File: config.mk
export PLATFORM = sky130hd
export DESIGN_NAME = wb_mem_arbiter
export DESIGN_NICKNAME = d
export VERILOG_FILES = /design/src/rtl/wb_mem_arbiter.sv
export SDC_FILE = /design/constraint.sdc
export NUM_CORES = 1
export LEC_CHECK = 0
export BUFFER_PORTS_ARGS = -buffer_cell sky130_fd_sc_hd__buf_2
export CAP_MARGIN = 5
export CORE_AREA = 2 2 126 128
export CTS_CLUSTER_SIZE = 24
export DETAILED_ROUTE_END_ITERATION = 16
export DIE_AREA = 0 0 128 130
export PLACE_DENSITY_LB_ADDON = 0.12
export SYNTH_ARGS = -nofsm -noshare
export SYNTH_HDL_FRONTEND = slang
export SYNTH_SLANG_ARGS = --single-unit
File: constraint.sdc
create_clock -name clk_i -period 10.1 [get_ports clk_i]
set_clock_uncertainty 0.2 [all_clocks]
set_input_delay 0.505 -clock clk_i [delete_from_list [all_inputs] [get_ports clk_i]]
set_output_delay 0.505 -clock clk_i [all_outputs]
set_load 0.01 [all_outputs]
File: src/rtl/wb_mem_arbiter.sv
// wb_mem_arbiter: two-master pipelined Wishbone arbiter; m1 (data) preempts m0 (ifetch) after draining in-flight acks.
module wb_mem_arbiter #(
  parameter int MAX_OUT = 15,
  localparam int CW = $clog2(MAX_OUT + 1)
) (
  input  logic          clk_i,
  input  logic          rst_i,
  input  logic          m0_cyc,
  input  logic          m0_stb,
  input  logic          m0_we,
  input  logic [3:0]    m0_sel,
  input  logic [31:0]   m0_adr,
  input  logic [31:0]   m0_dat_w,
  output logic [31:0]   m0_dat_r,
  output logic          m0_ack,
  output logic          m0_stall,
  input  logic          m1_cyc,
  input  logic          m1_stb,
  input  logic          m1_we,
  input  logic [3:0]    m1_sel,
  input  logic [31:0]   m1_adr,
  input  logic [31:0]   m1_dat_w,
  output logic [31:0]   m1_dat_r,
  output logic          m1_ack,
  output logic          m1_stall,
  output logic          s_cyc,
  output logic          s_stb,
  output logic          s_we,
  output logic [3:0]    s_sel,
  output logic [31:0]   s_adr,
  output logic [31:0]   s_dat_w,
  input  logic [31:0]   s_dat_r,
  input  logic          s_ack,
  input  logic          s_stall,
  output logic [1:0]    grant,
  output logic [CW-1:0] outstanding
);
  typedef enum logic [1:0] {S_IDLE, S_M0, S_M1, S_DRAIN} state_t;
  state_t state;
  logic tgt_m1, from_m1, own0, own1, drain, full, accept, dec;
  logic [CW-1:0] cnt, cnt_nxt;
  assign m0_dat_r = s_dat_r;
  assign m1_dat_r = s_dat_r;
  assign grant = {own1, own0};
  assign outstanding = cnt;
  always_comb begin
    own0 = state == S_M0;
    own1 = state == S_M1;
    drain = state == S_DRAIN;
    full = cnt == CW'(MAX_OUT);
    s_cyc = own0 ? m0_cyc : own1 ? m1_cyc : drain;
    s_stb = own0 ? m0_stb & m0_cyc & !m1_cyc & !full : own1 & m1_stb & m1_cyc & !full;
    s_we = own0 ? m0_we : own1 & m1_we;
    s_sel = own0 ? m0_sel : own1 ? m1_sel : 4'h0;
    s_adr = own0 ? m0_adr : own1 ? m1_adr : 32'h0;
    s_dat_w = own0 ? m0_dat_w : own1 ? m1_dat_w : 32'h0;
    m0_stall = own0 ? s_stall | full | m1_cyc : 1'b1;
    m1_stall = own1 ? s_stall | full : 1'b1;
    // during drain, acks still belong to the master that issued them
    m0_ack = s_ack & m0_cyc & (own0 | (drain & !from_m1));
    m1_ack = s_ack & m1_cyc & (own1 | (drain & from_m1));
    accept = s_stb & !s_stall;
    dec = s_ack & (cnt != '0);
    cnt_nxt = cnt + CW'(accept) - CW'(dec);
  end
  always_ff @(posedge clk_i or posedge rst_i)
    if (rst_i) begin
      state <= S_IDLE;
      cnt <= '0;
      tgt_m1 <= 1'b0;
      from_m1 <= 1'b0;
    end else begin
      cnt <= cnt_nxt;
      case (state)
        S_IDLE: state <= m1_cyc ? S_M1 : m0_cyc ? S_M0 : S_IDLE;
        S_M0:
          if (m1_cyc || !m0_cyc) begin
            state <= (!m1_cyc && cnt == '0) ? S_IDLE : S_DRAIN;
            tgt_m1 <= m1_cyc;
            from_m1 <= 1'b0;
          end
        S_M1:
          if (!m1_cyc) begin
            state <= cnt != '0 ? S_DRAIN : m0_cyc ? S_M0 : S_IDLE;
            tgt_m1 <= 1'b0;
            from_m1 <= 1'b1;
          end
        S_DRAIN: if (cnt_nxt == '0) state <= tgt_m1 ? S_M1 : S_IDLE;
      endcase
    end
endmodule

Yosys cells after proc, flatten, opt, wreduce, memory -nomap -nowiden
Index checks and enable logic that the tools add are counted.
Widths: inputs -> output; s select.

storage, ports and cells
  logic and storage cells = 73
  bits in registers = 8
  output and inout bits = 145
  bits of input ports = 178

operators by class
  bitwise operators = 19
  reductions and logical operators = 14
  multiplexer cells = 27
  add/sub/neg operators = 2
  equality and inequality tests = 7

operator list
  operator            number
  $mux 32             4
  $and 1x1->1         15
  $mux 2              7
  $mux 1              11
  $logic_not 4->1     2
  $mux 4              2
  $pmux 2 s4          1
  $reduce_and 3->1    2
  $logic_not 1->1     5
  $add 4x1->4         1
  $eq 2x2->1 const B  2
  $eq 4x4->1 const B  1
  $ne 2x1->1 const B  2
  $or 1x1->1          4
  $pmux 1 s2          2
  $reduce_bool 4->1   1
  $sub 4x1->4         1
  $eq 2x1->1 const B  1
  $logic_not 2->1     1
  $ne 2x2->1 const B  1
  $reduce_bool 2->1   1
  $logic_and 1x1->1   1
  $logic_or 1x1->1    1

Logic depth before layout (Yosys ltp)
Gate-level depths: netlist of run 1.

  depth after elaboration = 11
  depth in mapped cells = 13
  mapped depth without buffers = 13

Worst setup path before layout of run 1
No wires, ideal clock.

  kind = flip-flop to flip-flop
  from = register cnt[2] (netlist: outstanding[2])
  to = register state[1]
  arrival = 3.011 ns
  clock period less this slack = 3.337 ns
  data required time = 9.774 ns
  stages on the path, launching flop included = 14
  buffers on the path = 0
  setup slack = 6.763 ns
  setup time = 0.126 ns
  cells stage by stage = dfrtp_1 inv_1 ha_1 or3b_4 and2_1 ha_1 inv_1 ha_1 inv_1 fa_1 bufinv_8 nor4_1 mux2i_1 a311o_1

on the way
  word-level cells in the longest chain between the ends = 10
  elaborated cells on any way between the ends = 20
  classes of those cells = 2 x add/sub; 2 x eq/ne; 6 x mux; 4 x bitwise; 6 x reduce/logical

ends and longest elaborated chain
  element                              RTL line  RTL
  start: declaration                   41        logic [CW-1:0] cnt, cnt_nxt;
  start signal: assignment             73        cnt <= cnt_nxt;
  $eq 4x4->1                           50        full = cnt == CW'(MAX_OUT);
  $logic_not 1->1                      52        s_stb = own0 ? m0_stb & m0_cyc & !m1_cyc & !full : own1 & m1_stb & m1_cyc & !full;
  $and 1x1->1                          52
  $mux 1                               52
  $and 1x1->1                          62        accept = s_stb & !s_stall;
  $add 4x1->4                          64        cnt_nxt = cnt + CW'(accept) - CW'(dec);
  $sub 4x1->4 *                        64
  named net cnt_nxt[1]                 41
  $logic_not 4->1 *                    88        S_DRAIN: if (cnt_nxt == '0) state <= tgt_m1 ? S_M1 : S_IDLE;
  $ne 2x1->1 (no source line) *        -
  $reduce_and 3->1 (no source line) *  -
  end signal: assignment               75        S_IDLE: state <= m1_cyc ? S_M1 : m0_cyc ? S_M0 : S_IDLE;
  end signal: assignment               84        state <= cnt != '0 ? S_DRAIN : m0_cyc ? S_M0 : S_IDLE;
  end signal: assignment               88
  end: declaration                     39        state_t state;

The timed path passes the listed nets; every way through them passes the cells marked *. The select of a mux whose other input is x is not followed.
A chain may end at the register's enable or synchronous reset.

Final worst setup path of run 1
  from = register state[1]
  to = register state[1]

on the way
  word-level cells in the longest chain between the ends = 11
  elaborated cells on any way between the ends = 17
  classes of those cells = 2 x add/sub; 6 x eq/ne; 2 x mux; 4 x bitwise; 3 x reduce/logical

ends and longest elaborated chain
  element                              RTL line  RTL
  start signal: assignment             75
  start signal: assignment             78        state <= (!m1_cyc && cnt == '0) ? S_IDLE : S_DRAIN;
  start signal: assignment             84
  $eq 2x2->1                           48        own1 = state == S_M1;
  $and 1x1->1 (3 in series)            52
  $mux 1 *                             52
  $and 1x1->1 *                        62
  $add 4x1->4 *                        64
  $sub 4x1->4 *                        64
  named net cnt_nxt[1]                 41
  $logic_not 4->1 *                    88
  $ne 2x1->1 (no source line) *        -
  $reduce_and 3->1 (no source line) *  -

The timed path passes the listed nets; every way through them passes the cells marked *.

==> qor.csv, run 1 <==
metric,value,unit
status,"finished, final reports clean",
reg2reg_to,state[1]$_DFFE_PP0P_,
grt_pass1_vias,1928,
end_kind,register,
num_rows,46,
synth_area,1800,um^2
syn_nets,410,
synth-seq-cells,8,
setup_viol,0,
hold_path_class,in2async,
wire_per_inst,16.0,um
p_comb_frac,0.753,
grt_max_degree,73,
place_area,2630,um^2
grt_remaining_overflow,0,
io-pin-count,323,
max-clock-path-buffers,2,
p_sw,257,uW
ys.flop_type,dfrtp_1,
critPathTopFamily,adder cells,
fin_crit,3520,ps
drc_errors,0,
clk_pin_slew_worst_paths,40,ps
dieHeight,130,um
numCtsBuffers,3,
n_antenna_cell,0,
portBuffers,226,
rr_worst_depth,13,
powerDensity,205,nW/um^2
ctsResizeCount,0,
dpl.hpwl,7.56,mm
cts_hold_buf,0,
crit_path_top_delay_cell,dfrtp_1,
fin_tns_setup,0,ps
crit_type,reg2reg,
synth_area_leaders,"a22o_1 (34%), buf_4 (28%), dfrtp_1 (11%), ha_1 (4.2%), clkbuf_1 (3.1%)",
synth_largest_area_cell,a22o_1,
viasPerCell,3.82,
path_buf_inv,3,
pwr-share-clk,0.121,
avgSynthCellArea,8.00,um^2
numClockSinks,8,
maxCapViolCount,0,
worst_pin_slew,799,ps
ctsHtreeMaxLevel,1,
cts_tree,yes,
startpoint_type,register,
wirelength,9.04,mm
clkLatencyLatePin,230,ps
grt_pass1_wl,11.6,mm
start_util,0.117,
drt_iter0_markers,47,
synth_cell_types,34,
ant_nets,0,
critPathArrivalTime,3430,ps
gr-usage-all-layers,0.0914,
drv_slew,0,
intPower,296,uW
dieArea,16600,um^2
area_growth,50.3,%
ys_top_cells_by_count,"a22o_1 (69), buf_4 (66), clkbuf_1 (15), inv_1 (11), dfrtp_1 (8)",
postLayoutCellArea,2700,um^2
synth_most_common_cell,a22o_1,
async_reset_ff_frac,1.00,
fin_nets,560,
slowest_delay,550,ps
drive_gt1_frac,0.641,
fin_crit_sh,0.349,
core_area,15400,um^2
via_count,2157,
maxSlewHeadroom,0.467,
final_hold_viol_count,0,
antenna_found_initial,0,
crit_path_max_fanout,12,
place.gp.congestion,0.684,
ys_warn_count,0,
p_leak,0.00160,uW
root_buffer,clkbuf_16,
synth_top_area_share,0.336,
syn_inst,225,
reg2reg_from,state[1]$_DFFE_PP0P_,
required,10010,ps
ys_seq_area_frac,0.111,
drtPass1Iterations,4,
die_w,128,um
synth-edff-count,0,
cts_setup_buffers,0,
ir_drop,73.7,uV
netSwitchingFraction,0.464,
fmax,284,MHz
reg2reg_slack,6580,ps
seq_power_share,0.126,
crit_chain,nand2b_1 -> nor2_1 -> and3_1 -> o21ai_0 -> ha_1 -> inv_1 -> ha_1 -> inv_1 -> fa_1 -> bufinv_8 -> nor4_1 -> mux2i_1 -> a311o_1,
rsz0062_at_grt,no,
==> through the flow <==
stage	worst slack [ps]	cells	hold slack, ps	utilization	total power, uW
6_report	6580	565	30.3	0.175	553
3_3_place_gp	6610	562	299	0.170	501
3_5_place_dp	6590	562	292	0.170	494
4_1_cts	6540	565	43.9	0.175	567
2_1_floorplan	6760	225	121	-	358
5_1_grt	6330	565	65.4	0.175	604
==> layout make-up <==
class,instances,area (um^2)
multi-input cells,121,980
inverters,13,62.6
repair buffers,228,1150
flip-flops and latches,8,200
well taps,192,240
fillers,1769,12700
clock buffers,3,75.1
==> metal layers <==
layer | up-vias | global-route usage | part of all wire
met5 | - | 0 | 0
met4 | 0 | 0.0187 | 0.0061
met3 | 8 | 0.0328 | 0.10
met2 | 122 | 0.160 | 0.51
met1 | 966 | 0.108 | 0.39
li1 | 1061 | - | -
==> worst max-delay path by stage <==
stage | start | slack (ps) | cells after the start | to
2_1_floorplan | outstanding[2]$_DFF_PP0_ | 6760 | 13 | state[1]$_DFFE_PP0P_
3_3_place_gp | state[1]$_DFFE_PP0P_ | 6610 | 13 | state[1]$_DFFE_PP0P_
3_5_place_dp | state[1]$_DFFE_PP0P_ | 6590 | 13 | state[1]$_DFFE_PP0P_
4_1_cts | state[1]$_DFFE_PP0P_ | 6540 | 13 | state[1]$_DFFE_PP0P_
5_1_grt | state[1]$_DFFE_PP0P_ | 6330 | 13 | state[1]$_DFFE_PP0P_
6_report | state[1]$_DFFE_PP0P_ | 6580 | 13 | state[1]$_DFFE_PP0P_
==> cells by family after synthesis <==
group,after synthesis,synth area share
AOI/OAI and AO/OA,86,0.400
DFF,8,0.111
xor gates and xnor gates,2,0.00974
adders and majority gates,7,0.0529
buffers and inverters,96,0.347
muxes,1,0.00556
and+or+nand+nor,25,0.0737
==> flip-flops by register name, indices dropped and copies added (netlist names) <==
name,count
outstanding,4
state,2
from_m1,1
tgt_m1,1
==> cell usage in the layout (no fill, tap or decap), drive strengths merged, types with 2 or more instances in the layout <==
cell,n
dfrtp,8
and3,2
inv,12
nor4,3
a22o,69
nor2,5
nand3,3
ha,6
o21ai,2
nor3,2
a21oi,8
clkbuf,3
buf,228
nand2,6
xnor2,2
==> power groups by stage <==
| stage | Clock, uW | Combinational (uW) | Sequential [uW] |
|---|---|---|---|
| 6_report | 67.1 | 416 | 69.6 |
| 5_1_grt | 71.0 | 459 | 73.5 |
| 4_1_cts | 69.4 | 427 | 70.6 |
| 3_5_place_dp | 0 | 423 | 71.0 |
| 3_3_place_gp | 0 | 431 | 70.2 |
| 2_1_floorplan | 0 | 292 | 65.6 |
No activity file was read; power rests on OpenSTA's default activity.
==> inputs of run 2 (changes only) <==
--- a/config.mk
+++ b/config.mk
@@ -7,10 +7,10 @@
 export LEC_CHECK = 0
 export BUFFER_PORTS_ARGS = -buffer_cell sky130_fd_sc_hd__buf_2
 export CAP_MARGIN = 5
-export CORE_AREA = 2 2 126 128
+export CORE_AREA = 2 2 124 126
 export CTS_CLUSTER_SIZE = 24
 export DETAILED_ROUTE_END_ITERATION = 16
-export DIE_AREA = 0 0 128 130
+export DIE_AREA = 0 0 126 128
 export PLACE_DENSITY_LB_ADDON = 0.12
 export SYNTH_ARGS = -nofsm -noshare
 export SYNTH_HDL_FRONTEND = slang
==> constraint.sdc (replaced) <==
create_clock -name clk_i -period 3.2 [get_ports clk_i]
set_clock_uncertainty 0.2 [all_clocks]
set_input_delay 0.16 -clock clk_i [delete_from_list [all_inputs] [get_ports clk_i]]
set_output_delay 0.16 -clock clk_i [all_outputs]
set_load 0.01 [all_outputs]
==> run 2 against run 1 <==
Effect of this change: setup slack got worse by 6500 ps; non-clock buffer count is 11 higher; via count rose by 5.2%; sequential power rose to 2.9 times the previous value; worst hold slack gained 90 ps; register-to-register slack got worse by 6500 ps; clock power rose to 3.2 times the previous value; design area increased by 6.2%; sequential share of layout area fell by 0.43 points.
==> qor.csv, run 2 (synthesized netlist as in run 1, its figures left out) <==
metric,value,unit
status,"finished, final reports clean",
via_count,2270,
hold-path-endpoint,m0_dat_r[19],
multi_input_area,1070,um^2
regArea,200,um^2
hold_depth,0,
utilization,0.193,
final_hold_viol_count,0,
grt_remaining_overflow,0,
rsz0062_at_grt,yes,
drc_errors,0,
crit_type,reg2reg,
reg2reg_to,state[1]$_DFFE_PP0P_,
place_area,2730,um^2
dpl.hpwl,7.06,mm
num_rows,45,
ir_drop,634,uV
grt_pass1_vias,2173,
whs,120,ps
gr-usage-all-layers,0.0904,
start_util,0.121,
hold_path_class,in2out,
ctsHtreeMaxLevel,1,
fmax,317,MHz
reg2reg_slack,40,ps
worst_pin_slew,774,ps
dieArea,16100,um^2
max-clock-path-buffers,2,
grt_pass1_wl,11.7,mm
die_w,126,um
root_buffer,clkbuf_16,
p_leak,0.00166,uW
grt_max_degree,73,
core_area,14900,um^2
place.gp.congestion,0.720,
area_growth,59.6,%
wire_per_inst,14.6,um
n_antenna_cell,0,
powerDensity,687,nW/um^2
ant_nets,0,
antenna_found_initial,0,
wirelength,8.34,mm
clkLatencyLatePin,230,ps
portBuffers,226,
postLayoutCellArea,2870,um^2
drive_gt1_frac,0.682,
drt_iter0_markers,83,
fill_cells,1723,
cts_tree,yes,
fin_crit_sh,0.987,
reg2reg_from,outstanding[2]$_DFF_PP0_,
setup_viol,0,
dieHeight,128,um
drv_slew,0,
hold_start,s_dat_r[19],
fin_crit,3160,ps
largest_register_ffs,4,
numCtsBuffers,3,
viasPerCell,3.97,
fin_nets,571,
crit_path_max_fanout,3,
clk_pin_slew_worst_paths,40,ps
critPathArrivalTime,3070,ps
rr_worst_depth,13,
drtPass1Iterations,4,
numClockSinks,8,
end_kind,register,
maxCapViolCount,0,
final_cell_mix,"buf_2 (226), a22o_1 (69), buf_4 (12)",
p_total,1970,uW
final_common_cell,buf_2,
startpoint_type,register,
io-pin-count,323,
maxSlewHeadroom,0.484,
required,3110,ps
==> run 2: how the worst max path moves through the flow <==
stage,start,endpoint,slack [ps]
2_1_floorplan,outstanding[2]$_DFF_PP0_,state[1]$_DFFE_PP0P_,30
3_3_place_gp,outstanding[2]$_DFF_PP0_,state[1]$_DFFE_PP0P_,-30
3_5_place_dp,outstanding[2]$_DFF_PP0_,state[1]$_DFFE_PP0P_,-40
4_1_cts,outstanding[2]$_DFF_PP0_,state[1]$_DFFE_PP0P_,-20
5_1_grt,outstanding[2]$_DFF_PP0_,state[1]$_DFFE_PP0P_,-110
6_report,outstanding[2]$_DFF_PP0_,state[1]$_DFFE_PP0P_,40
==> run 2: layer usage <==
layer	GRT usage	wire [um]	up-vias
met2	0.168	4370	168
met1	0.106	3150	1017
li1	-	-	1081
met4	0.0116	30	0
met5	0	0	-
met3	0.0259	795	4
==> run 2: what timing repair did <==
action | 4_1_cts | 5_1_grt
gates cloned | 0 | 0
pin swaps | 4 | 3
setup endpoints to repair | 2 | 2
gates resized for setup | 8 | 1
buffers inserted | 1 | 0
hold buffers | 1 | 0
endpoints found under the hold margin | 8 | 0
==> run 2: area by class of cell <==
type                       instances  share of cell area
clock buffer                       3              0.0261
sequential                         8              0.0697
inverter                          13              0.0218
tap                              188              0.0819
multi-input combinational        121               0.372
timing repair buffer             239               0.429
==> run 2: report_power, final <==
| group | switching, uW | internal (uW) |
|---|---|---|
| Clock | 50.4 | 161 |
| Combinational | 809 | 748 |
| Sequential | 50.8 | 153 |
==> run 2: worst max-delay path: stages (launching register included) <==
cell      delay, ps
dfrtp_1         390
inv_2            80
ha_4            110
or3b_4          360
and2_4          150
ha_4            200
inv_2            50
ha_4            120
inv_2            30
fa_1            480
bufinv_8        190
nor4_4          250
mux2i_2         120
a311o_1         280
==> run 2: through the flow <==
step	setup TNS, ps	cells	worst slack (ps)
final	0	572	41.2
after global routing	-169	572	-112
after CTS	-16.8	572	-16.8
after detailed placement	-41.9	567	-41.9
after global placement	-28.3	567	-28.3
after floorplan	0	225	29.5
